==> src/rtl/ex_mem_pipe_if.sv <==
// EX->MEM stage bus: upstream (execute) handshake and payload, downstream
// (memory) handshake and payload, flush request and the stall counter readout.
//   slave  : view taken by the pipeline stage itself
//   master : view taken by the surrounding execute/memory logic or a bench
interface ex_mem_pipe_if #(
    parameter int unsigned ADDR_W = 5,
    parameter int unsigned DATA_W = 32,
    parameter int unsigned PC_W   = 32,
    parameter int unsigned CNT_W  = 16
);
    logic              flush;
    logic              in_valid;
    logic              in_ready;
    logic [ADDR_W-1:0] in_wd;
    logic              in_wreg;
    logic [DATA_W-1:0] in_wdata;
    logic [PC_W-1:0]   in_pc;
    logic              out_valid;
    logic              out_ready;
    logic [ADDR_W-1:0] out_wd;
    logic              out_wreg;
    logic [DATA_W-1:0] out_wdata;
    logic [PC_W-1:0]   out_pc;
    logic [CNT_W-1:0]  stall_cnt;

    modport slave (
        input  flush, in_valid, in_wd, in_wreg, in_wdata, in_pc, out_ready,
        output in_ready, out_valid, out_wd, out_wreg, out_wdata, out_pc, stall_cnt
    );

    modport master (
        output flush, in_valid, in_wd, in_wreg, in_wdata, in_pc, out_ready,
        input  in_ready, out_valid, out_wd, out_wreg, out_wdata, out_pc, stall_cnt
    );
endinterface

==> src/rtl/ex_mem_pipe.sv <==
// EX->MEM pipeline stage register with valid/ready handshake.
// Ports:
//   clk    : clock, all state on rising edge
//   rst    : asynchronous reset, active low
//   bus_io : ex_mem_pipe_if.slave - flush, in_* from execute, out_* to memory,
//            stall_cnt (cycles with out_valid=1 and out_ready=0, saturating)
// SKID=1 adds a second entry so in_ready can be a flop; SKID=0 is a single
// register whose in_ready is combinational from out_ready.
module ex_mem_pipe #(
    parameter int unsigned ADDR_W        = 5,
    parameter int unsigned DATA_W        = 32,
    parameter int unsigned PC_W          = 32,
    parameter bit          SKID          = 1'b1,
    parameter bit          ZERO_SUPPRESS = 1'b1,
    parameter int unsigned CNT_W         = 16
) (
    input logic          clk,
    input logic          rst,
    ex_mem_pipe_if.slave bus_io
);

    typedef enum logic [1:0] {StEmpty, StFull, StSkid} state_e;

    state_e            state_q, state_d;
    logic              in_ready_q, in_ready_d;
    logic              load_out, load_skid, skid_to_out;
    logic              out_valid;
    logic              in_wreg_s;

    logic [ADDR_W-1:0] out_wd_q, skid_wd_q;
    logic              out_wreg_q, skid_wreg_q;
    logic [DATA_W-1:0] out_wdata_q, skid_wdata_q;
    logic [PC_W-1:0]   out_pc_q, skid_pc_q;
    logic [CNT_W-1:0]  stall_cnt_q, stall_cnt_d;

    assign out_valid = (state_q != StEmpty);

    // Writes to x0 are architecturally dead; drop the enable at capture.
    assign in_wreg_s = bus_io.in_wreg & ~(ZERO_SUPPRESS & (bus_io.in_wd == '0));

    always_comb begin
        state_d     = state_q;
        load_out    = 1'b0;
        load_skid   = 1'b0;
        skid_to_out = 1'b0;
        if (bus_io.flush) begin
            state_d = StEmpty;
        end else begin
            unique case (state_q)
                StEmpty: begin
                    if (bus_io.in_valid) begin
                        load_out = 1'b1;
                        state_d  = StFull;
                    end
                end
                StFull: begin
                    if (bus_io.out_ready) begin
                        if (bus_io.in_valid) begin
                            load_out = 1'b1;
                        end else begin
                            state_d = StEmpty;
                        end
                    end else if (SKID && bus_io.in_valid) begin
                        // in_ready was already high this cycle, so the entry must be kept
                        load_skid = 1'b1;
                        state_d   = StSkid;
                    end
                end
                StSkid: begin
                    if (bus_io.out_ready) begin
                        skid_to_out = 1'b1;
                        state_d     = StFull;
                    end
                end
                default: state_d = StEmpty;
            endcase
        end
        in_ready_d = (state_d != StSkid);
    end

    always_comb begin
        stall_cnt_d = stall_cnt_q;
        if (out_valid && !bus_io.out_ready && (stall_cnt_q != {CNT_W{1'b1}})) begin
            stall_cnt_d = stall_cnt_q + 1'b1;
        end
    end

    always_ff @(posedge clk or negedge rst) begin
        if (!rst) begin
            state_q     <= StEmpty;
            in_ready_q  <= 1'b1;
            stall_cnt_q <= '0;
        end else begin
            state_q     <= state_d;
            in_ready_q  <= in_ready_d;
            stall_cnt_q <= stall_cnt_d;
        end
    end

    // Payload registers are not touched by flush; only the valid state is.
    always_ff @(posedge clk or negedge rst) begin
        if (!rst) begin
            out_wd_q     <= '0;
            out_wreg_q   <= 1'b0;
            out_wdata_q  <= '0;
            out_pc_q     <= '0;
            skid_wd_q    <= '0;
            skid_wreg_q  <= 1'b0;
            skid_wdata_q <= '0;
            skid_pc_q    <= '0;
        end else begin
            if (load_out) begin
                out_wd_q    <= bus_io.in_wd;
                out_wreg_q  <= in_wreg_s;
                out_wdata_q <= bus_io.in_wdata;
                out_pc_q    <= bus_io.in_pc;
            end else if (skid_to_out) begin
                out_wd_q    <= skid_wd_q;
                out_wreg_q  <= skid_wreg_q;
                out_wdata_q <= skid_wdata_q;
                out_pc_q    <= skid_pc_q;
            end
            if (load_skid) begin
                skid_wd_q    <= bus_io.in_wd;
                skid_wreg_q  <= in_wreg_s;
                skid_wdata_q <= bus_io.in_wdata;
                skid_pc_q    <= bus_io.in_pc;
            end
        end
    end

    assign bus_io.in_ready  = SKID ? in_ready_q : (bus_io.out_ready | ~out_valid);
    assign bus_io.out_valid = out_valid;
    assign bus_io.out_wd    = out_wd_q;
    assign bus_io.out_wreg  = out_wreg_q & out_valid;
    assign bus_io.out_wdata = out_wdata_q;
    assign bus_io.out_pc    = out_pc_q;
    assign bus_io.stall_cnt = stall_cnt_q;

endmodule

==> src/flat_wrapper.sv <==
// flat-port wrapper written by rule: the top's interface ports become plain ports
module ex_mem_pipe_flat 
#(
    parameter int unsigned ADDR_W        = 5,
    parameter int unsigned DATA_W        = 32,
    parameter int unsigned PC_W          = 32,
    parameter bit          SKID          = 1'b1,
    parameter bit          ZERO_SUPPRESS = 1'b1,
    parameter int unsigned CNT_W         = 16
)
  (clk, rst, bus_io_flush, bus_io_in_valid, bus_io_in_wd, bus_io_in_wreg, bus_io_in_wdata, bus_io_in_pc, bus_io_out_ready, bus_io_in_ready, bus_io_out_valid, bus_io_out_wd, bus_io_out_wreg, bus_io_out_wdata, bus_io_out_pc, bus_io_stall_cnt);
  ex_mem_pipe_if #(.ADDR_W(ADDR_W), .DATA_W(DATA_W), .PC_W(PC_W), .CNT_W(CNT_W)) bus_io_i ();
  input logic clk;
  input logic rst;
  input wire logic [$bits(bus_io_i.flush)-1:0] bus_io_flush;
  input wire logic [$bits(bus_io_i.in_valid)-1:0] bus_io_in_valid;
  input wire logic [$bits(bus_io_i.in_wd)-1:0] bus_io_in_wd;
  input wire logic [$bits(bus_io_i.in_wreg)-1:0] bus_io_in_wreg;
  input wire logic [$bits(bus_io_i.in_wdata)-1:0] bus_io_in_wdata;
  input wire logic [$bits(bus_io_i.in_pc)-1:0] bus_io_in_pc;
  input wire logic [$bits(bus_io_i.out_ready)-1:0] bus_io_out_ready;
  output wire logic [$bits(bus_io_i.in_ready)-1:0] bus_io_in_ready;
  output wire logic [$bits(bus_io_i.out_valid)-1:0] bus_io_out_valid;
  output wire logic [$bits(bus_io_i.out_wd)-1:0] bus_io_out_wd;
  output wire logic [$bits(bus_io_i.out_wreg)-1:0] bus_io_out_wreg;
  output wire logic [$bits(bus_io_i.out_wdata)-1:0] bus_io_out_wdata;
  output wire logic [$bits(bus_io_i.out_pc)-1:0] bus_io_out_pc;
  output wire logic [$bits(bus_io_i.stall_cnt)-1:0] bus_io_stall_cnt;
  assign bus_io_i.flush = bus_io_flush;
  assign bus_io_i.in_valid = bus_io_in_valid;
  assign bus_io_i.in_wd = bus_io_in_wd;
  assign bus_io_i.in_wreg = bus_io_in_wreg;
  assign bus_io_i.in_wdata = bus_io_in_wdata;
  assign bus_io_i.in_pc = bus_io_in_pc;
  assign bus_io_i.out_ready = bus_io_out_ready;
  assign bus_io_in_ready = bus_io_i.in_ready;
  assign bus_io_out_valid = bus_io_i.out_valid;
  assign bus_io_out_wd = bus_io_i.out_wd;
  assign bus_io_out_wreg = bus_io_i.out_wreg;
  assign bus_io_out_wdata = bus_io_i.out_wdata;
  assign bus_io_out_pc = bus_io_i.out_pc;
  assign bus_io_stall_cnt = bus_io_i.stall_cnt;
  ex_mem_pipe #(.ADDR_W(ADDR_W), .DATA_W(DATA_W), .PC_W(PC_W), .SKID(SKID), .ZERO_SUPPRESS(ZERO_SUPPRESS), .CNT_W(CNT_W)) u_core (.clk(clk), .rst(rst), .bus_io(bus_io_i));
endmodule
==> config.mk <==
export PLATFORM = sky130hd
export DESIGN_NAME = ex_mem_pipe_flat
export DESIGN_NICKNAME = d
export VERILOG_FILES = /design/src/rtl/ex_mem_pipe_if.sv /design/src/rtl/ex_mem_pipe.sv /design/src/flat_wrapper.sv
export SDC_FILE = /design/constraint.sdc
export NUM_CORES = 1
export LEC_CHECK = 0
export CAP_MARGIN = 5
export CORE_ASPECT_RATIO = 1.1
export CORE_MARGIN = 2
export CORE_UTILIZATION = 50
export DETAILED_ROUTE_END_ITERATION = 8
export PLACE_DENSITY = 0.87
export SETUP_SLACK_MARGIN = 0.15
export SYNTH_ARGS = -nofsm -noshare
export SYNTH_HDL_FRONTEND = slang
export SYNTH_SLANG_ARGS = --single-unit
==> constraint.sdc <==
create_clock -name clk -period 2.7 [get_ports clk]
set_clock_uncertainty 0.15 [all_clocks]
set_input_delay 0.27 -clock clk [delete_from_list [all_inputs] [get_ports clk]]
set_output_delay 0.27 -clock clk [all_outputs]
set_load 0.05 [all_outputs]
==> Flow_metrics.wiki, run 1 <==
{| class="wikitable"
! Metric !! Value
|-
| Most instantiated flip-flop cell in the synthesis netlist || sky130_fd_sc_hd__dfrtp_1
|-
| Global Route Usage Sum || 21.2%
|-
| Standard-cell row count || 45
|-
| Worst setup path startpoint || u_core.state_q[1]$_DFF_PN0_
|-
| Final Net Count || 715
|-
| Clk pin slew, worst setup/hold paths || 0.06 ns
|-
| Number of flops mapped to enable cells by yosys || 0
|-
| Syn-to-layout area delta || 35.4%
|-
| Detailed Route WL || 15100 µm
|-
| Number of buffers created by CTS || 17
|-
| Effective utilization at floorplan || 51.1%
|-
| Antenna-violating nets left || 0
|-
| Pleak || 4.04 nW
|-
| Minimum setup slack among reg-to-reg paths || 0.42 ns
|-
| Number of antenna violations at the first check in global routing || 0
|-
| Hold Path Class || in -> async
|-
| Number of remaining DRC errors || 0
|-
| Insertion delay to the later sink of the worst-skew pair || 0.43 ns
|-
| Floorplan core area || 13700 µm²
|-
| Number of setup violations in the final report || 0
|-
| Top-Level Pins || 163
|-
| IR drop worst, VDD || 557 µV
|-
| Max-cap violations || 0
|-
| Total iterations of the first detailed-routing run || 4
|-
| Global-route wire length before repair || 24400 µm
|-
| Post-synth top area share || 56.4%
|-
| Number of DRC markers after the initial detailed-route iteration || 270
|-
| Headroom to the max-slew limit || 51.6%
|-
| Total nets after synthesis || 545
|-
| Total of buffers placed on input and output ports || 162
|-
| Class of the most critical setup path || reg -> out
|-
| Share of layout cells above drive strength 1 || 37.8%
|-
| Unique masters post-synth || 39
|-
| CP Capture Point || bus_io_out_valid
|-
| Average routed wire per standard cell || 18.0 µm
|-
| Clock tree root driver cell || sky130_fd_sc_hd__clkbuf_16
|-
| Cell count after synthesis || 469
|-
| Number of synthesis warnings || 0
|-
| Leftover overflow at the end of global routing || 0
|-
| Number of buffers on the longest clock path || 2
|-
| Total power || 9.83 mW
|-
| Via count || 4494
|-
| Data required, critical path || 2.28 ns
|-
| Number of hold violations in the final report || 0
|-
| Startpoint kind of the worst setup timing path || flop
|-
| Final weighted congestion in routability-driven placement || 0.847
|-
| Path depth of the worst reg2reg path || 6
|-
| Number of standard cells in the final layout excluding fillers || 839
|-
| Worst Path Max Fanout || 7
|-
| Async set or reset register ratio after synthesis || 100%
|-
| Unrepaired setup endpoints after global routing || false
|-
| H-tree depth || 4
|-
| Setup slack after placement || 0.151 ns
|-
| Clock tree from TritonCTS || built
|-
| Clock sink count || 159
|-
| Power density cells || 1030 nW/µm²
|-
| Achievable Freq || 417 MHz
|-
| Slowest cell on the critical path || sky130_fd_sc_hd__clkdlybuf4s50_1
|-
| Post-synthesis average cell area || 15.0 µm²
|-
| Final antenna diode count || 0
|-
| Sequential standard cell area || 3980 µm²
|-
| Max-slew violation count || 0
|-
| Final worst-path setup slack || 0.304 ns
|-
| Tcrit/Tclk final || 88.7%
|-
| Top cell type by total area after synthesis || sky130_fd_sc_hd__dfrtp_1
|-
| Maximum single-stage delay on the critical path || 0.72 ns
|-
| Endpoint of the worst register-to-register path || u_core.bus_io.stall_cnt[2]$_DFFE_PN0P_
|-
| Seq cells post-synth || 159
|-
| HPWL after detailed placement || 10300 µm
|-
| Area of the multi-input gates || 2880 µm²
|-
| Layout filler cell count || 977
|-
| Result of the run || finished clean
|-
| Routed via count divided by cell count || 5.36
|-
| Minimum period implied by the final worst setup slack || 2.40 ns
|-
| Sequential element share of the synthesized area || 56.7%
|-
| CP Data Arrival Time || 1.98 ns
|-
| Largest net degree at the start of global routing || 74
|-
| Startpoint of the worst-slack reg-to-reg timing path || u_core.bus_io.stall_cnt[1]$_DFFE_PN0P_
|-
| Worst setup EP type || output port
|-
| Vias in the first global route || 4964
|-
| Netlist Area Pre-Place || 7020 µm²
|-
| Chip width || 117 µm
|-
| DP Cell Count || 807
|-
| Actual transition at the worst max-transition pin || 0.720 ns
|-
| Core occupancy in the finished layout || 69.2%
|-
| Chain of cells forming the critical path || or2_2, clkdlybuf4s50_1
|-
| Main area contributors after synthesis || sky130_fd_sc_hd__dfrtp_1 56%, sky130_fd_sc_hd__mux2_2 31%, sky130_fd_sc_hd__mux2_1 2.4%, sky130_fd_sc_hd__xnor2_1 1.5%, sky130_fd_sc_hd__buf_6 1.1%
|-
| Number of setup buffers added after CTS || 0
|-
| Die boundary height || 128 µm
|-
| Final TNS setup || 0 ns
|-
| Die area || 15000 µm²
|}
## cell usage in the layout, fill, tap and decap left out, types with 2 or more instances in the layout
cell type / netlist / layout
sky130_fd_sc_hd__a31oi_1: 3 / 3
sky130_fd_sc_hd__buf_12: 0 / 7
sky130_fd_sc_hd__buf_4: 0 / 3
sky130_fd_sc_hd__bufinv_16: 0 / 3
sky130_fd_sc_hd__clkbuf_16: 0 / 17
sky130_fd_sc_hd__clkbuf_8: 0 / 2
sky130_fd_sc_hd__clkdlybuf4s50_1: 0 / 160
sky130_fd_sc_hd__clkinv_2: 0 / 6
sky130_fd_sc_hd__clkinvlp_4: 0 / 3
sky130_fd_sc_hd__dfrtp_1: 158 / 157
sky130_fd_sc_hd__inv_1: 3 / 3
sky130_fd_sc_hd__mux2_1: 15 / 15
sky130_fd_sc_hd__mux2_2: 195 / 195
sky130_fd_sc_hd__nand2_1: 7 / 6
sky130_fd_sc_hd__nand3_1: 6 / 6
sky130_fd_sc_hd__nand4_1: 3 / 3
sky130_fd_sc_hd__nor2_1: 6 / 6
sky130_fd_sc_hd__nor2b_1: 4 / 4
sky130_fd_sc_hd__nor3_1: 2 / 2
sky130_fd_sc_hd__o211ai_1: 2 / 2
sky130_fd_sc_hd__o21a_1: 2 / 2
sky130_fd_sc_hd__o21ai_0: 8 / 8
sky130_fd_sc_hd__or4_1: 2 / 2
sky130_fd_sc_hd__xnor2_1: 12 / 12
## worst max-delay path, delay by kind of cell, from the launching register on
kind,cells,cell delay (ns)
buffers and inverters,1,0.72
flip-flops,1,0.47
AND/OR/NAND/NOR,1,0.37
## synthesized netlist by cell type (4+ instances only)
cell type and count:
sky130_fd_sc_hd__nor2_1 6, sky130_fd_sc_hd__nand2_1 7, sky130_fd_sc_hd__mux2_2 195, sky130_fd_sc_hd__o21ai_0 8
sky130_fd_sc_hd__buf_2 13, sky130_fd_sc_hd__nor2b_1 4, sky130_fd_sc_hd__nand3_1 6, sky130_fd_sc_hd__dfrtp_1 158
sky130_fd_sc_hd__buf_6 7, sky130_fd_sc_hd__xnor2_1 12, sky130_fd_sc_hd__mux2_1 15
## layout make-up
class | count | area share [%]
Timing Repair Buffer | 173 | 18.9
Inverter | 3 | 0.119
Sequential cell | 159 | 41.9
Multi-Input combinational cell | 285 | 30.3
Clock inverter | 12 | 1.50
Clock buffer | 19 | 4.77
Tap cell | 188 | 2.48
## logic make-up (layout without fill, tap and decap cells)
group                      Yosys count  count (layout)  synth area share [%]
and+or+nand+nor                     39              39                  3.23
AOI/OAI and AO/OA                   22              22                  2.18
muxes                              211             211                  33.9
buffers and inverters               25             207                  2.34
DFF                                159             159                  56.7
adders and majority gates            1               1                 0.178
xor gates and xnor gates            12              12                  1.50
## routing by layer
layer | share of wire, % | up-vias | GRT usage (%)
met1 | 40 | 2290 | 25.0
met3 | 5.7 | 21 | 5.86
met5 | 0 | - | 0
met2 | 52 | 141 | 36.6
li1 | - | 2042 | -
met4 | 1.8 | 0 | 7.82
## timing repair
item | in CTS | in global routing
gates resized for setup | 1 | 0
endpoints found under the setup margin | 1 | 0
endpoints found under the hold margin | 62 | 0
hold buffers | 1 | 0
## worst min-delay path by stage
stage                     cells after the start  slack, ns                             endpoint  startpoint
final                                         2       0.25  u_core.skid_wdata_q[18]$_DFFE_PN0P_         rst
after global routing                          2       0.30  u_core.skid_wdata_q[20]$_DFFE_PN0P_         rst
after CTS                                     2       0.27  u_core.skid_wdata_q[17]$_DFFE_PN0P_         rst
after detailed placement                      1       0.15  u_core.skid_wdata_q[17]$_DFFE_PN0P_         rst
after global placement                        1       0.14  u_core.skid_wdata_q[20]$_DFFE_PN0P_         rst
after floorplan                               0      -0.18  u_core.bus_io.out_pc[0]$_DFFE_PN0P_         rst
## through the flow
stage,area [µm²],hold WS [ns]
6_report,9500,0.249
5_1_grt,9500,0.302
4_1_cts,9500,0.272
3_5_place_dp,8900,0.148
3_3_place_gp,8900,0.136
2_1_floorplan,7020,-0.176
## registers in the layout, indices dropped and copies added, names as in the netlist, 2 cells and up
register	flops
u_core.bus_io.out_pc	32
u_core.bus_io.out_wdata	32
u_core.skid_pc_q	32
u_core.skid_wdata_q	32
u_core.bus_io.stall_cnt	16
u_core.bus_io.out_wd	5
u_core.skid_wd_q	5
u_core.state_q	2
## power by group
| group | switching [mW] | internal [mW] | total [mW] |
|---|---|---|---|
| combinational | 2.23 | 1.61 | 3.84 |
| sequential | 0.428 | 3.14 | 3.56 |
| clock | 0.938 | 1.49 | 2.42 |
| total | 3.59 | 6.24 | 9.83 |
Note: power is estimated with default switching activity, not from simulation.
==> run 2: changes to the inputs <==
--- a/config.mk
+++ b/config.mk
@@ -10,6 +10,7 @@
 export CORE_MARGIN = 2
 export CORE_UTILIZATION = 50
 export DETAILED_ROUTE_END_ITERATION = 8
+export MAX_ROUTING_LAYER = met4
 export PLACE_DENSITY = 0.87
 export SETUP_SLACK_MARGIN = 0.15
 export SYNTH_ARGS = -nofsm -noshare
==> Flow_metrics.wiki, run 2 (synthesized netlist as in run 1, its figures left out) <==
{| class="wikitable"
! Metric !! Value
|-
| Result of the run || finished clean (unchanged)
|-
| Share of layout cells above drive strength 1 || 37.8% (unchanged)
|-
| Antenna-violating nets left || 0 (unchanged)
|-
| Worst setup EP type || output port (unchanged)
|-
| Worst setup path startpoint || u_core.state_q[1]$_DFF_PN0_ (unchanged)
|-
| Startpoint kind of the worst setup timing path || flop (unchanged)
|-
| Routed via count divided by cell count || 5.34 (was 5.36)
|-
| Die boundary height || 128 µm (unchanged)
|-
| Max-slew violation count || 0 (unchanged)
|-
| Power Internal || 6.24 mW (about the same)
|-
| Startpoint of the worst-slack reg-to-reg timing path || u_core.bus_io.stall_cnt[1]$_DFFE_PN0P_ (unchanged)
|-
| Tcrit/Tclk final || 88.3% (was 88.7%)
|-
| Syn-to-layout area delta || 35.4% (unchanged)
|-
| Clock sink count || 159 (unchanged)
|-
| Data required, critical path || 2.28 ns (about the same)
|-
| Final Instance Area || 9500 µm² (unchanged)
|-
| Effective utilization at floorplan || 51.1% (unchanged)
|-
| Global-route wire length before repair || 24400 µm (unchanged)
|-
| Clock group share of total power || 24.6% (was 24.7%)
|-
| Final antenna diode count || 0 (unchanged)
|-
| Minimum period implied by the final worst setup slack || 2.38 ns (was 2.40 ns)
|-
| Sequential power share || 36.3% (about the same)
|-
| GRT met3 Usage || 5.20% (was 5.86%)
|-
| Switching component of the power || 3.59 mW (about the same)
|-
| Total iterations of the first detailed-routing run || 4 (unchanged)
|-
| Number of DRC markers after the initial detailed-route iteration || 296 (was 270)
|-
| Number of setup violations in the final report || 0 (unchanged)
|-
| CP Data Arrival Time || 1.96 ns (was 1.98 ns)
|-
| Minimum setup slack among reg-to-reg paths || 0.42 ns (about the same)
|-
| Layout filler cell count || 977 (unchanged)
|-
| HPWL after detailed placement || 10300 µm (unchanged)
|-
| Number of hold violations in the final report || 0 (unchanged)
|-
| Insertion delay to the later sink of the worst-skew pair || 0.42 ns (was 0.43 ns)
|-
| Relative contribution of combinational cells to total power || 39.1% (about the same)
|-
| Endpoint of the worst register-to-register path || u_core.bus_io.stall_cnt[1]$_DFFE_PN0P_ (was u_core.bus_io.stall_cnt[2]$_DFFE_PN0P_)
|-
| Die area || 15000 µm² (unchanged)
|-
| Final Net Count || 715 (unchanged)
|-
| Total of buffers placed on input and output ports || 162 (unchanged)
|-
| Clk pin slew, worst setup/hold paths || 0.06 ns (about the same)
|-
| Vias in the first global route || 4950 (was 4964)
|-
| Clock tree root driver cell || sky130_fd_sc_hd__clkbuf_16 (unchanged)
|-
| Actual transition at the worst max-transition pin || 0.725 ns (was 0.720 ns)
|-
| Clock tree from TritonCTS || built (unchanged)
|-
| Final TNS setup || 0 ns (unchanged)
|-
| Most common cell after layout, fill and taps aside || sky130_fd_sc_hd__mux2_2 (unchanged)
|-
| Max-cap violations || 0 (unchanged)
|-
| H-tree depth || 4 (unchanged)
|-
| Class of the most critical setup path || reg -> out (unchanged)
|-
| Standard-cell row count || 45 (unchanged)
|-
| Leftover overflow at the end of global routing || 0 (unchanged)
|-
| Hold Path Class || in -> async (unchanged)
|-
| Placement-stage cell area || 8900 µm² (unchanged)
|-
| Floorplan core area || 13700 µm² (unchanged)
|-
| Top-Level Pins || 163 (unchanged)
|-
| Most congested layer reported by global routing || met2 (unchanged)
|-
| IR drop worst, VDD || 555 µV (was 557 µV)
|-
| Global Route Usage Sum || 21.8% (was 21.2%)
|-
| Grt met1 use || 25.3% (was 25.0%)
|-
| Total power || 9.82 mW (was 9.83 mW)
|-
| Chip width || 117 µm (unchanged)
|-
| Number of setup buffers added after CTS || 0 (unchanged)
|-
| Number of buffers created by CTS || 17 (unchanged)
|-
| Largest net degree at the start of global routing || 74 (unchanged)
|-
| Top library cells by usage in the layout, fill and taps aside || 195 x sky130_fd_sc_hd__mux2_2, 160 x sky130_fd_sc_hd__clkdlybuf4s50_1, 157 x sky130_fd_sc_hd__dfrtp_1 (unchanged)
|-
| Unrepaired setup endpoints after global routing || false (unchanged)
|-
| Power density cells || 1030 nW/µm² (about the same)
|-
| Number of buffers on the longest clock path || 2 (unchanged)
|-
| Final weighted congestion in routability-driven placement || 0.861 (was 0.847)
|-
| Number of antenna violations at the first check in global routing || 0 (unchanged)
|-
| Average routed wire per standard cell || 18.0 µm (about the same)
|-
| Worst Path Max Fanout || 7 (unchanged)
|-
| Switching Fraction || 36.5% (about the same)
|-
| Detailed Route WL || 15100 µm (about the same)
|-
| Met2 Use GR || 36.6% (about the same)
|-
| Headroom to the max-slew limit || 51.3% (was 51.6%)
|-
| Number of remaining DRC errors || 0 (unchanged)
|-
| Pleak || 4.04 nW (unchanged)
|-
| Path depth of the worst reg2reg path || 5 (was 6)
|-
| Achievable Freq || 419 MHz (was 417 MHz)
|-
| Via count || 4480 (was 4494)
|}
run 2: cell counts in the layout (fill, tap and decap cells not counted):
No cell type changed its count.
run 2: layer usage:
metal	wire (µm)	vias to the layer above
met5	0	-
met4	269	0
li1	-	2038
met3	759	21
met1	6190	2289
met2	7860	132
run 2: metrics by stage:
step / hold slack, ns / instances / setup slack [ns] / util (%)
2_1_floorplan: -0.176 / 469 / 0.164 / -
3_3_place_gp: 0.136 / 807 / 0.228 / 64.8
3_5_place_dp: 0.148 / 807 / 0.151 / 64.8
4_1_cts: 0.272 / 839 / 0.295 / 69.2
5_1_grt: 0.297 / 839 / 0.264 / 69.2
6_report: 0.244 / 839 / 0.315 / 69.2
run 2: power groups by stage:
| stage | Sequential, mW | Combinational (mW) | Clock, mW |
|---|---|---|---|
| after floorplan | 5.05 | 1.03 | 0 |
| after global placement | 3.54 | 3.77 | 0 |
| after detailed placement | 3.60 | 3.86 | 0 |
| after CTS | 3.57 | 3.88 | 2.46 |
| after global routing | 3.65 | 4.03 | 2.57 |
| final | 3.56 | 3.84 | 2.42 |
run 2: timing repair:
item                       in CTS  in global routing
gates resized for setup         1                  0
setup endpoints to repair       1                  0
hold buffers                    1                  0
hold endpoints to repair       62                  0
run 2: layout make-up:
class / count / area (µm²) / area share [%]
Multi-Input combinational cell: 285 / 2880 / 30.3
Sequential cell: 159 / 3980 / 41.9
Tap cell: 188 / 235 / 2.48
Clock buffer: 19 / 453 / 4.77
Clock inverter: 12 / 143 / 1.50
Inverter: 3 / 11.3 / 0.119
Timing Repair Buffer: 173 / 1790 / 18.9
run 2: how the worst max path moves through the flow:
stage | end | slack (ns)
2_1_floorplan | u_core.bus_io.stall_cnt[1]$_DFFE_PN0P_ | 0.16
3_3_place_gp | u_core.bus_io.out_wdata[22]$_DFFE_PN0P_ | 0.23
3_5_place_dp | u_core.bus_io.out_wdata[0]$_DFFE_PN0P_ | 0.15
4_1_cts | bus_io_out_valid | 0.30
5_1_grt | bus_io_out_valid | 0.26
6_report | bus_io_out_valid | 0.32
run 2: worst max-delay path: stages (launching register included):
cell                              delay, ns
sky130_fd_sc_hd__dfrtp_1               0.46
sky130_fd_sc_hd__or2_2                 0.37
sky130_fd_sc_hd__clkdlybuf4s50_1       0.72
==> run 3: changes to the inputs <==
--- a/config.mk
+++ b/config.mk
@@ -7,7 +7,6 @@
 export LEC_CHECK = 0
 export CAP_MARGIN = 5
 export CORE_ASPECT_RATIO = 1.1
-export CORE_MARGIN = 2
 export CORE_UTILIZATION = 50
 export DETAILED_ROUTE_END_ITERATION = 8
 export MAX_ROUTING_LAYER = met4
==> Flow_metrics.wiki, run 3 (synthesized netlist as in run 1, its figures left out) <==
{| class="wikitable"
! Metric !! Value
|-
| Result of the run || finished with violations (was finished clean)
|-
| Violations in the final reports || design-rule violations
|-
| Chip width || 115 µm (was 117 µm)
|-
| Achievable Freq || 422 MHz (was 419 MHz)
|-
| Number of setup violations in the final report || 0 (unchanged)
|-
| Top-Level Pins || 163 (unchanged)
|-
| Actual transition at the worst max-transition pin || 0.615 ns (was 0.725 ns)
|-
| Via count || 4464 (was 4480)
|-
| IR drop worst, VDD || 655 µV (was 555 µV)
|-
| Minimum period implied by the final worst setup slack || 2.37 ns (was 2.38 ns)
|-
| Antenna-violating nets left || 0 (unchanged)
|-
| Number of buffers created by CTS || 17 (unchanged)
|-
| Global Route Usage Sum || 22.3% (was 21.8%)
|-
| Vias in the first global route || 4878 (was 4950)
|-
| Final TNS setup || 0 ns (unchanged)
|-
| Routed via count divided by cell count || 5.31 (was 5.34)
|-
| Max-cap violations || 0 (unchanged)
|-
| Top library cells by usage in the layout, fill and taps aside || 195 x sky130_fd_sc_hd__mux2_2, 160 x sky130_fd_sc_hd__clkdlybuf4s50_1, 157 x sky130_fd_sc_hd__dfrtp_1 (unchanged)
|-
| Worst Path Max Fanout || 7 (unchanged)
|-
| Final Net Count || 716 (was 715)
|-
| Effective utilization at floorplan || 51.1% (unchanged)
|-
| Clock tree root driver cell || sky130_fd_sc_hd__clkbuf_16 (unchanged)
|-
| Layout filler cell count || 959 (was 977)
|-
| Global-route wire length before repair || 23900 µm (was 24400 µm)
|-
| Final antenna diode count || 0 (unchanged)
|-
| Number of buffers on the longest clock path || 2 (unchanged)
|-
| Leftover overflow at the end of global routing || 0 (unchanged)
|-
| Number of setup buffers added after CTS || 0 (unchanged)
|-
| Clk pin slew, worst setup/hold paths || 0.06 ns (about the same)
|-
| Average routed wire per standard cell || 17.6 µm (was 18.0 µm)
|-
| Standard-cell row count || 45 (unchanged)
|-
| Most common cell after layout, fill and taps aside || sky130_fd_sc_hd__mux2_2 (unchanged)
|-
| Total iterations of the first detailed-routing run || 6 (was 4)
|-
| Number of remaining DRC errors || 2 (was 0)
|-
| Headroom to the max-slew limit || 58.7% (was 51.3%)
|-
| Data required, critical path || 2.28 ns (about the same)
|-
| Clock tree from TritonCTS || built (unchanged)
|-
| Clock sink count || 159 (unchanged)
|-
| Unrepaired setup endpoints after global routing || false (unchanged)
|-
| Number of DRC markers after the initial detailed-route iteration || 263 (was 296)
|-
| Die area || 14500 µm² (was 15000 µm²)
|-
| Number of hold violations in the final report || 0 (unchanged)
|-
| Startpoint kind of the worst setup timing path || flop (unchanged)
|-
| Largest net degree at the start of global routing || 70 (was 74)
|-
| Die boundary height || 126 µm (was 128 µm)
|-
| Area of the multi-input gates || 2890 µm² (was 2880 µm²)
|-
| Power density cells || 1030 nW/µm² (about the same)
|-
| CP Data Arrival Time || 1.95 ns (was 1.96 ns)
|-
| Pleak || 4.04 nW (about the same)
|-
| HPWL after detailed placement || 10200 µm (was 10300 µm)
|-
| Sequential standard cell area || 3980 µm² (unchanged)
|-
| Floorplan core area || 13700 µm² (unchanged)
|-
| Share of layout cells above drive strength 1 || 37.4% (was 37.8%)
|-
| Number of antenna violations at the first check in global routing || 0 (unchanged)
|-
| Total of buffers placed on input and output ports || 162 (unchanged)
|-
| Max-slew violation count || 0 (unchanged)
|-
| Tcrit/Tclk final || 87.8% (was 88.3%)
|-
| Hold Path Class || in -> async (unchanged)
|-
| Detailed Route WL || 14800 µm (was 15100 µm)
|-
| Syn-to-layout area delta || 35.2% (was 35.4%)
|-
| Final weighted congestion in routability-driven placement || 0.861 (about the same)
|-
| Worst slack on hold paths || 0.256 ns (was 0.244 ns)
|-
| Class of the most critical setup path || reg -> out (unchanged)
|-
| Worst setup EP type || output port (unchanged)
|-
| Insertion delay to the later sink of the worst-skew pair || 0.42 ns (about the same)
|-
| H-tree depth || 4 (unchanged)
|}
-- run 3: cell count changes in the layout (fill, tap and decap cells not counted), moves of 2 or more --
cell / change
sky130_fd_sc_hd__clkbuf_1: +4
sky130_fd_sc_hd__clkinv_2: -5
sky130_fd_sc_hd__clkinvlp_4: -3
sky130_fd_sc_hd__buf_4: +3
sky130_fd_sc_hd__buf_12: -2
sky130_fd_sc_hd__clkbuf_8: +4
-- run 3: metrics by stage --
step / util [%] / std cells / setup WS (ns) / cell area, µm² / power (mW)
2_1_floorplan: - / 469 / 0.164 / 7020 / 6.07
3_3_place_gp: 64.6 / 808 / 0.226 / 8880 / 7.30
6_report: 69.1 / 840 / 0.331 / 9490 / 9.79
5_1_grt: 69.1 / 840 / 0.283 / 9490 / 10.2
3_5_place_dp: 64.6 / 808 / 0.164 / 8880 / 7.46
4_1_cts: 69.0 / 840 / 0.272 / 9480 / 9.88
-- run 3: what timing repair did --
item / CTS / global route
endpoints found under the setup margin: 1 / 1
hold buffers: 1 / 0
gates resized for setup: 1 / 1
endpoints found under the hold margin: 65 / 0
-- run 3: path summary, 6_finish.rpt --
check / start / end / slack, ns / depth (start not counted)
worst max register to register: u_core.bus_io.stall_cnt[1]$_DFFE_PN0P_ / u_core.bus_io.stall_cnt[1]$_DFFE_PN0P_ / 0.38 / 5
min in group clk: u_core.skid_wreg_q$_DFFE_PN0P_ / u_core.skid_wreg_q$_DFFE_PN0P_ / 0.33 / 2
max in group asynchronous: rst / u_core.skid_wdata_q[24]$_DFFE_PN0P_ / 1.29 / 3
worst max-delay path: u_core.state_q[1]$_DFF_PN0_ / bus_io_out_valid / 0.33 / 2
worst min register to register: u_core.skid_wreg_q$_DFFE_PN0P_ / u_core.skid_wreg_q$_DFFE_PN0P_ / 0.33 / 2
worst min-delay path: rst / u_core.bus_io.out_wdata[20]$_DFFE_PN0P_ / 0.26 / 2
-- run 3: routing by layer --
layer	GRT usage (%)	part of all wire (%)
met1	24.8	40
met2	38.4	54
met3	5.29	4.5
met4	8.63	1.8
met5	-	0
-- run 3: cell type report --
cell class / count / area share, %
multi-input cells: 285 / 30.4
clock buffers: 27 / 5.51
repair buffers: 174 / 18.7
flip-flops and latches: 159 / 42.0
well taps: 188 / 2.48
clock inverters: 4 / 0.778
inverters: 3 / 0.119
-- run 3: critical path, cell delays in order (launching register included) --
cell                              delay, ns
sky130_fd_sc_hd__dfrtp_1               0.45
sky130_fd_sc_hd__or2_2                 0.37
sky130_fd_sc_hd__clkdlybuf4s50_1       0.71
-- run 3: report_power, final --
group          leakage, nW  internal, mW  switching (mW)
sequential            1.97          3.14           0.425
clock                0.294          1.51           0.877
combinational         1.78          1.61            2.23
